## src/rtl/uart_pkg.sv

```systemverilog
// uart_pkg: shared configuration field offsets and arbiter state encodings
package uart_pkg;
  localparam int CONF_W     = 5;
  localparam int PARITY_BIT = 0;
  localparam int STOP_LSB   = 1;
  localparam int DATA_LSB   = 3;
  localparam logic [1:0] ST_IDLE      = 2'd0;
  localparam logic [1:0] ST_START     = 2'd1;
  localparam logic [1:0] ST_WAIT_DONE = 2'd2;
  localparam logic [1:0] ST_GAP       = 2'd3;
  typedef enum logic [1:0] {
    IDLE      = ST_IDLE,
    START     = ST_START,
    WAIT_DONE = ST_WAIT_DONE,
    GAP       = ST_GAP
  } arb_state_e;
endpackage

```

## src/rtl/rr_priority_select.sv

```systemverilog
// rr_priority_select: combinational round-robin picker starting at ptr_i
module rr_priority_select #(
  parameter int N = 4,
  localparam int IW = $clog2(N)
) (
  input  logic [N-1:0]  req_i,
  input  logic [IW-1:0] ptr_i,
  output logic [N-1:0]  gnt_o,
  output logic [IW-1:0] idx_o,
  output logic          any_o
);
  // scan from farthest to nearest so the requester closest to ptr_i wins
  always_comb begin
    gnt_o = '0;
    idx_o = '0;
    any_o = |req_i;
    for (int k = N - 1; k >= 0; k--) begin
      if (req_i[IW'((int'(ptr_i) + k) % N)]) begin
        gnt_o = '0;
        gnt_o[IW'((int'(ptr_i) + k) % N)] = 1'b1;
        idx_o = IW'((int'(ptr_i) + k) % N);
      end
    end
  end
endmodule

```

## src/rtl/uart_tx_arbiter.sv

```systemverilog
// uart_tx_arbiter: round-robin sharing of one UART tx engine among NUM_CH requesters
module uart_tx_arbiter #(
  parameter int NUM_CH          = 4,
  parameter int MAX_UART_DATA_W = 8,
  parameter int CONF_W          = 5,
  parameter int GAP_TICKS       = 0,
  localparam int ChIdW = $clog2(NUM_CH)
) (
  input  logic                              clk_i,
  input  logic                              rst_i,
  input  logic                              en_i,
  input  logic                              baud_en_i,
  input  logic [NUM_CH-1:0]                 req_valid_i,
  output logic [NUM_CH-1:0]                 req_ready_o,
  input  logic [NUM_CH*MAX_UART_DATA_W-1:0] req_data_i,
  input  logic [NUM_CH*CONF_W-1:0]          req_conf_i,
  output logic                              tx_en_o,
  output logic                              tx_start_o,
  output logic [MAX_UART_DATA_W-1:0]        tx_data_o,
  output logic [CONF_W-1:0]                 tx_conf_o,
  input  logic                              tx_busy_i,
  input  logic                              tx_done_i,
  output logic [ChIdW-1:0]                  grant_id_o,
  output logic                              frame_done_o,
  output logic [ChIdW-1:0]                  frame_done_id_o,
  output logic                              busy_o
);
  import uart_pkg::*;
  arb_state_e                 state_q, state_d;
  logic [ChIdW-1:0]           ptr_q, ptr_d, grant_q, grant_d, done_id_q, done_id_d, win_idx;
  logic [MAX_UART_DATA_W-1:0] data_q, data_d, data_sel;
  logic [CONF_W-1:0]          conf_q, conf_d, conf_sel;
  logic [7:0]                 gap_q, gap_d;
  logic                       tx_en_q, tx_en_d, done_q, done_d;
  logic [NUM_CH-1:0]          win_oh;
  logic                       any_req, grant;

  rr_priority_select #(.N(NUM_CH)) u_sel (
    .req_i (req_valid_i),
    .ptr_i (ptr_q),
    .gnt_o (win_oh),
    .idx_o (win_idx),
    .any_o (any_req)
  );

  assign grant           = state_q == IDLE && en_i && any_req;
  assign req_ready_o     = (grant && !rst_i) ? win_oh : '0;
  assign tx_start_o      = state_q == START;
  assign busy_o          = state_q != IDLE;
  assign tx_en_o         = tx_en_q;
  assign tx_data_o       = data_q;
  assign tx_conf_o       = conf_q;
  assign grant_id_o      = grant_q;
  assign frame_done_o    = done_q;
  assign frame_done_id_o = done_id_q;

  // mux out the winner's frame using the one-hot grant
  always_comb begin
    data_sel = '0;
    conf_sel = '0;
    for (int i = 0; i < NUM_CH; i++) begin
      if (win_oh[i]) begin
        data_sel = req_data_i[i*MAX_UART_DATA_W +: MAX_UART_DATA_W];
        conf_sel = req_conf_i[i*CONF_W +: CONF_W];
      end
    end
  end

  // next-state, frame capture, pointer advance and gap counting
  always_comb begin
    state_d   = state_q;
    ptr_d     = ptr_q;
    grant_d   = grant_q;
    data_d    = data_q;
    conf_d    = conf_q;
    gap_d     = gap_q;
    done_d    = 1'b0;
    done_id_d = done_id_q;
    tx_en_d   = en_i;
    case (state_q)
      IDLE: if (grant) begin
        state_d = START;
        grant_d = win_idx;
        ptr_d   = (win_idx == ChIdW'(NUM_CH - 1)) ? '0 : win_idx + 1'b1;
        data_d  = data_sel;
        conf_d  = conf_sel;
      end
      START: if (tx_busy_i) state_d = WAIT_DONE;
      WAIT_DONE: if (tx_done_i) begin
        done_d    = 1'b1;
        done_id_d = grant_q;
        gap_d     = '0;
        state_d   = (GAP_TICKS > 0) ? GAP : IDLE;
      end
      GAP: if (baud_en_i) begin
        gap_d   = gap_q + 8'd1;
        state_d = (gap_q == 8'(GAP_TICKS - 1)) ? IDLE : GAP;
      end
      default: state_d = IDLE;
    endcase
  end

  // state and datapath registers with asynchronous reset
  always_ff @(posedge clk_i or posedge rst_i) begin
    if (rst_i) begin
      state_q   <= IDLE;
      ptr_q     <= '0;
      grant_q   <= '0;
      data_q    <= '0;
      conf_q    <= '0;
      gap_q     <= '0;
      done_q    <= 1'b0;
      done_id_q <= '0;
      tx_en_q   <= 1'b0;
    end else begin
      state_q   <= state_d;
      ptr_q     <= ptr_d;
      grant_q   <= grant_d;
      data_q    <= data_d;
      conf_q    <= conf_d;
      gap_q     <= gap_d;
      done_q    <= done_d;
      done_id_q <= done_id_d;
      tx_en_q   <= tx_en_d;
    end
  end
endmodule

```

## config.mk

```make
export PLATFORM = sky130hd
export DESIGN_NAME = uart_tx_arbiter
export DESIGN_NICKNAME = d
export VERILOG_FILES = /design/src/rtl/uart_pkg.sv /design/src/rtl/rr_priority_select.sv /design/src/rtl/uart_tx_arbiter.sv
export SDC_FILE = /design/constraint.sdc
export NUM_CORES = 1
export LEC_CHECK = 0
export BUFFER_PORTS_ARGS = -buffer_cell sky130_fd_sc_hd__buf_4
export CORE_ASPECT_RATIO = 1.4
export CORE_MARGIN = 2
export CORE_UTILIZATION = 45
export DETAILED_ROUTE_END_ITERATION = 10
export PLACE_DENSITY = 0.74
export SLEW_MARGIN = 30
export SYNTH_ARGS = -nofsm -noshare
export SYNTH_HDL_FRONTEND = slang
export SYNTH_SLANG_ARGS = --single-unit
export TNS_END_PERCENT = 10
```

## constraint.sdc

```tcl
create_clock -name clk_i -period 6.9 [get_ports clk_i]
set_input_delay 0.69 -clock clk_i [delete_from_list [all_inputs] [get_ports clk_i]]
set_output_delay 0.69 -clock clk_i [all_outputs]
set_load 0.01 [all_outputs]
```

# Word level (Yosys, flattened, before mapping)
# Index checks and enable logic that the tools add are counted.
totals:
  register_bits: 31
  inputBits: 62
  out_inout_bits: 25
  ram_bits: 0
  n_memories: 0
  latch_bits: 0
  elab_cells: 96
  mem_bits_ro: 0
op_classes:
  n_shift: 0
  n_addsub: 5
  n_mul: 0
  eq_ne: 9
  n_mux: 49
  order_cmp: 8
  n_reduce_logical: 16
  bitwise_logic: 0
  div_mod_pow: 0
ops:
  columns: ["cell", "n"]
  rows:
  - ["$mux W8", 6]
  - ["$mux W2", 10]
  - ["$mux W4", 5]
  - ["$mux W5", 4]
  - ["$lt A2 B4 Y1 const B", 4]
  - ["$pmux W8 S2", 1]
  - ["$mux W1", 14]
  - ["$add A8 B1 Y8 const B", 1]
  - ["$bmux W1 S2", 4]
  - ["$demux W1 S2", 4]
  - ["$eq A8 B8 Y1 const B", 1]
  - ["$ge A2 B1 Y1 const B", 4]
  - ["$pmux W2 S4", 1]
  - ["$logic_and A1 B1 Y1", 7]
  - ["$eq A2 B2 Y1 const B", 3]
  - ["$ne A2 B2 Y1 const B", 3]
  - ["$add A2 B1 Y2 const B", 2]
  - ["$add A2 B2 Y2 const B", 2]
  - ["$reduce_and A2 Y1", 2]
  - ["$reduce_and A4 Y1", 1]
  - ["$reduce_bool A2 Y1", 2]
  - ["$reduce_or A4 Y1", 1]
  - ["$reduce_and A3 Y1", 1]
  - ["$eq A2 B1 Y1 const B", 1]
  - ["3 further kinds", 3]

# Logic depth before layout (Yosys ltp)
depth:
  word_depth: 13
  mapped_depth: 12
  ltp_nobuf: 9

# Hierarchy
# From an unflattened synthesis, not the netlist that was laid out.
hier_totals:
  cells_unflattened: 268
  area_unflattened_um2: 2308.5
by_module_without_submodules:
  columns: ["mod", "area_each_um2", "n_inst", "cells_each", "seq_area_each_um2"]
  rows:
  - ["uart_tx_arbiter", 1808.0, 1, 209, 775.7]
  - ["rr_priority_select", 500.5, 1, 59, 0.0]

# Worst setup path after synthesis
# Ideal clock, no wire load.
synth_timing:
  path_kind: "register to output"
  from: "reg ptr_q[1]"
  to: "out req_ready_o[3]"
  path_slack_ns: 3.300
  t_arrival_ns: 2.910
  t_required_ns: 6.210
  n_path_buf: 2
  stages_incl_launch_ff: 9
  path_cell_list: "dfrtp_1 -> clkbuf_1 -> clkinv_1 -> ha_1 -> mux4_2 -> o31ai_1 -> a2bb2oi_1 -> clkbuf_1 -> nor3b_1"
synth_between:
  elab_chain_cells: 10
  word_cells_on_any_way: 40
  cone_classes: "add/sub (3); order compare (8); mux (25); reduce/logical (4)"
synth_rtl:
  columns: ["element", "line_no", "text"]
  rows:
  - ["start, declared", "uart_tx_arbiter.sv:30", "logic [ChIdW-1:0] ptr_q, ptr_d, grant_q, grant_d, done_id_q, done_id_d, win_idx;"]
  - ["start signal, assigned", "uart_tx_arbiter.sv:117", "ptr_q <= ptr_d;"]
  - ["$add A2 B2 Y2", "rr_priority_select.sv:18, rr_priority_select.sv:20", null]
  - ["$lt A2 B4 Y1 (implied by the code) or $ge A2 B1 Y1 (tied branches)", "rr_priority_select.sv:20", "gnt_o[IW'((int'(ptr_i) + k) % N)] = 1'b1;"]
  - ["$logic_and A1 B1 Y1 (implied by the code)", "rr_priority_select.sv:20", null]
  - ["$mux W1 (implied by the code)", "rr_priority_select.sv:20", null]
  - ["$demux W1 S2", null, null]
  - ["$mux W4 (3 in series)", "rr_priority_select.sv:18", "if (req_i[IW'((int'(ptr_i) + k) % N)]) begin"]
  - ["$mux W4 *", "rr_priority_select.sv:18", null]
  - ["$mux W4 *", "uart_tx_arbiter.sv:47", "assign req_ready_o = (grant && !rst_i) ? win_oh : '0;"]
  - ["end, declared", "uart_tx_arbiter.sv:14", "output logic [NUM_CH-1:0] req_ready_o,"]
# Every way passes the cells marked *; elsewhere a longest branch is shown, timed or not. The select of a mux whose other input is x is not followed.

# Worst setup path after layout
layout_timing:
  from: "reg ptr_q[1]"
  to: "out req_ready_o[1]"
# Same word-level chain as after synthesis.

==> qor.yml <==
ctsHtreeMaxLevel: 2
synth_cells: 275
tns_ns: 0
maxSlewViolCount: 0
start_util_pct: 46.4
drt_iter0_markers: 234
period_share_pct: 64.2
synth_top_cell_area_share_pct: 32.4
clkSlewWorstSetupHoldPaths_ns: 0.07
power.share.clock_pct: 11.0
hold_violations: 0
power.density_nw_per_um2: 409
vias: 2454
reg2reg_depth: 8
drc: 0
grt_pass1_vias: 2400
swShare_pct: 46.1
layout_min_cycle_time_ns: 4.43
gr-usage-all-layers_pct: 24.0
drt_wl_total_mm: 6.73
async_flop_share_pct: 100
critical_path_arrival_ns: 3.74
internal-power_mw: 0.690
cts_tree: "done"
synth_seq_cells: 31
clock_sinks: 31
io_pins: 87
power_frac_comb_pct: 62.5
via_per_inst: 5.88
syn_area_sq_um: 2390
finalNonFillerCells: 417
path_max_fanout: 22
num_rows: 31
diodes: 0
rsz0062_at_grt: "false"
worst_slew_pin_slew_ns: 0.845
synthTopCellsByArea: "dfrtp_1 32%, nand2_1 7.5%, a221oi_2 5.6%"
path_class: "flop to primary output"
ys_top_cells_by_count: "48 x nand2_1, 31 x dfrtp_1, 22 x o21ai_0"
status: "complete, no violations"
p_total_mw: 1.28
peakVddDrop_uv: 232
portBuffers: 86
cp-start-kind: "flop"
p_sw_mw: 0.591
dp_hpwl_mm: 4.92
r2r-start: "ptr_q[1]$_DFFE_PP0P_"
nNetsFinal: 421
p_leak_nw: 1.43
syn_nets: 346
final_antenna_net_count: 0
cp-end-kind: "primary output"
avgSynthCellArea_sq_um: 8.70
skew_ns: 0.00364
hold_class: "input pin to async pin"
area.growth.synth_to_final_pct: 30.9
ctsRootBufferMaster: "clkbuf_8"
rrSetupSlack_ns: 2.81
cp.required_ns: 6.21
post_cts_buffers: 0
p_seq_share_pct: 26.5
synth-main-ff-cell: "dfrtp_1"
yosysMostFrequentCell: "nand2_1"
die_w_microns: 65.6
die-area_sq_um: 5920
core-area_sq_um: 5160
clk_latency_ns: 0.29
avgRoutedWirePerCell_microns: 16.1
grt_overflow: 0
antenna_found_initial: 0
cts_resized: 0
grt_max_degree: 32
crit_start: "ptr_q[1]$_DFFE_PP0P_"
cts_buffers: 5
synthDistinctLibCells: 52
max-slew-margin-rel_pct: 43.7
rr_endpoint: "tx_data_o[5]$_DFFE_PP0P_"
yosysSeqAreaShare_pct: 32.4
drive_above_1_share_pct: 32.8
grt_pass1_wl_mm: 11.2
setup_viol: 0
synth_top_area_cell: "dfrtp_1"
dr.pass1.iters: 4
clock_path_buffers: 2
gp_congestion: 0.941
hold_buffers: 0
ys_warn_count: 0
clock.fmax_ghz: 0.226
place_inst: 409
cap_violations: 0
synth_edf_count: 0
die_h_microns: 90.3
==> state kept, by name (all words and copies together) (netlist names) <==
register         flops
gap_q                8
tx_data_o            8
tx_conf_o            5
frame_done_id_o      2
grant_id_o           2
ptr_q                2
state_q              2
frame_done_o         1
tx_en_o              1
==> worst max-delay path, cell delays in order (launching register included) <==
cell and delay (ns):
dfrtp_1 0.77, clkinv_1 0.50, ha_1 0.66, mux4_2 0.39, a311oi_1 0.32, o221ai_1 0.23
and2_4 0.26, nor3b_1 0.16, buf_4 0.15
==> stage by stage <==
step	area (sq um)	hold slack, ns	setup WS (ns)	util [%]
6_report	3130	0.402	2.47	60.7
5_1_grt	3130	0.421	2.17	60.7
4_1_cts	3130	0.394	2.51	60.7
3_5_place_dp	3050	0.477	2.84	59.0
3_3_place_gp	3050	0.475	2.97	59.0
2_1_floorplan	2390	0.505	3.30	-
==> layer usage <==
| metal | global-route usage (%) | vias up | routed length [microns] |
|---|---|---|---|
| met5 | 0 | - | 0 |
| met1 | 31.2 | 1183 | 2860 |
| met3 | 4.86 | 15 | 367 |
| li1 | - | 1175 | - |
| met2 | 38.0 | 81 | 3320 |
| met4 | 10.2 | 0 | 182 |
==> power by group through the flow <==
| stage | logic, mW | clock network [mW] | registers [mW] |
|---|---|---|---|
| floorplan | 0.598 | 0 | 0.315 |
| global placement | 0.783 | 0 | 0.337 |
| detailed placement | 0.799 | 0 | 0.339 |
| CTS | 0.799 | 0.145 | 0.338 |
| global route | 0.882 | 0.154 | 0.353 |
| finish | 0.801 | 0.141 | 0.339 |
==> placed cells by master (no fill, tap or decap), types with 3 or more instances in the layout <==
master	count
clkbuf_8	5
nand3_1	3
nor2b_1	8
buf_4	90
nor3_1	4
nand2b_1	3
mux2i_1	8
ha_1	9
a221oi_2	9
a21oi_1	7
nand4_1	4
nor3b_1	3
o21ai_0	22
a22o_1	3
o31ai_1	3
o21ai_1	6
xor2_1	5
a221oi_1	6
mux2_2	3
nor2_1	17
o221ai_1	14
nand2_1	48
dfrtp_1	31
inv_1	5
==> worst max-delay path by stage <==
| stage | slack [ns] | depth (start not counted) | end |
|---|---|---|---|
| after floorplan | 3.30 | 8 | req_ready_o[3] |
| after global placement | 2.97 | 9 | req_ready_o[2] |
| after detailed placement | 2.84 | 9 | req_ready_o[2] |
| after CTS | 2.51 | 9 | req_ready_o[2] |
| after global routing | 2.17 | 9 | req_ready_o[2] |
| final | 2.47 | 8 | req_ready_o[1] |
==> cell families (layout without fill, tap and decap cells) <==
family	Yosys count	in the layout	synth area share [%]
XOR/XNOR	5	5	1.83
AO/OA/AOI/OAI	89	89	29.1
multiplexers	15	15	7.58
AND/OR/NAND/NOR	97	97	18.8
flip-flops	31	31	32.4
adder cells (fa/ha/maj)	9	9	4.71
buffers and inverters	29	105	5.49
==> layout make-up <==
cell class              count  area, sq um
fillers                   460         2030
multi-input cells         215         1490
flip-flops and latches     31          776
repair buffers             90          676
well taps                  66         82.6
clock buffers               6         72.6
inverters                   7         26.3
clock inverters             2         12.5
Power figures use the tool's default switching activity.
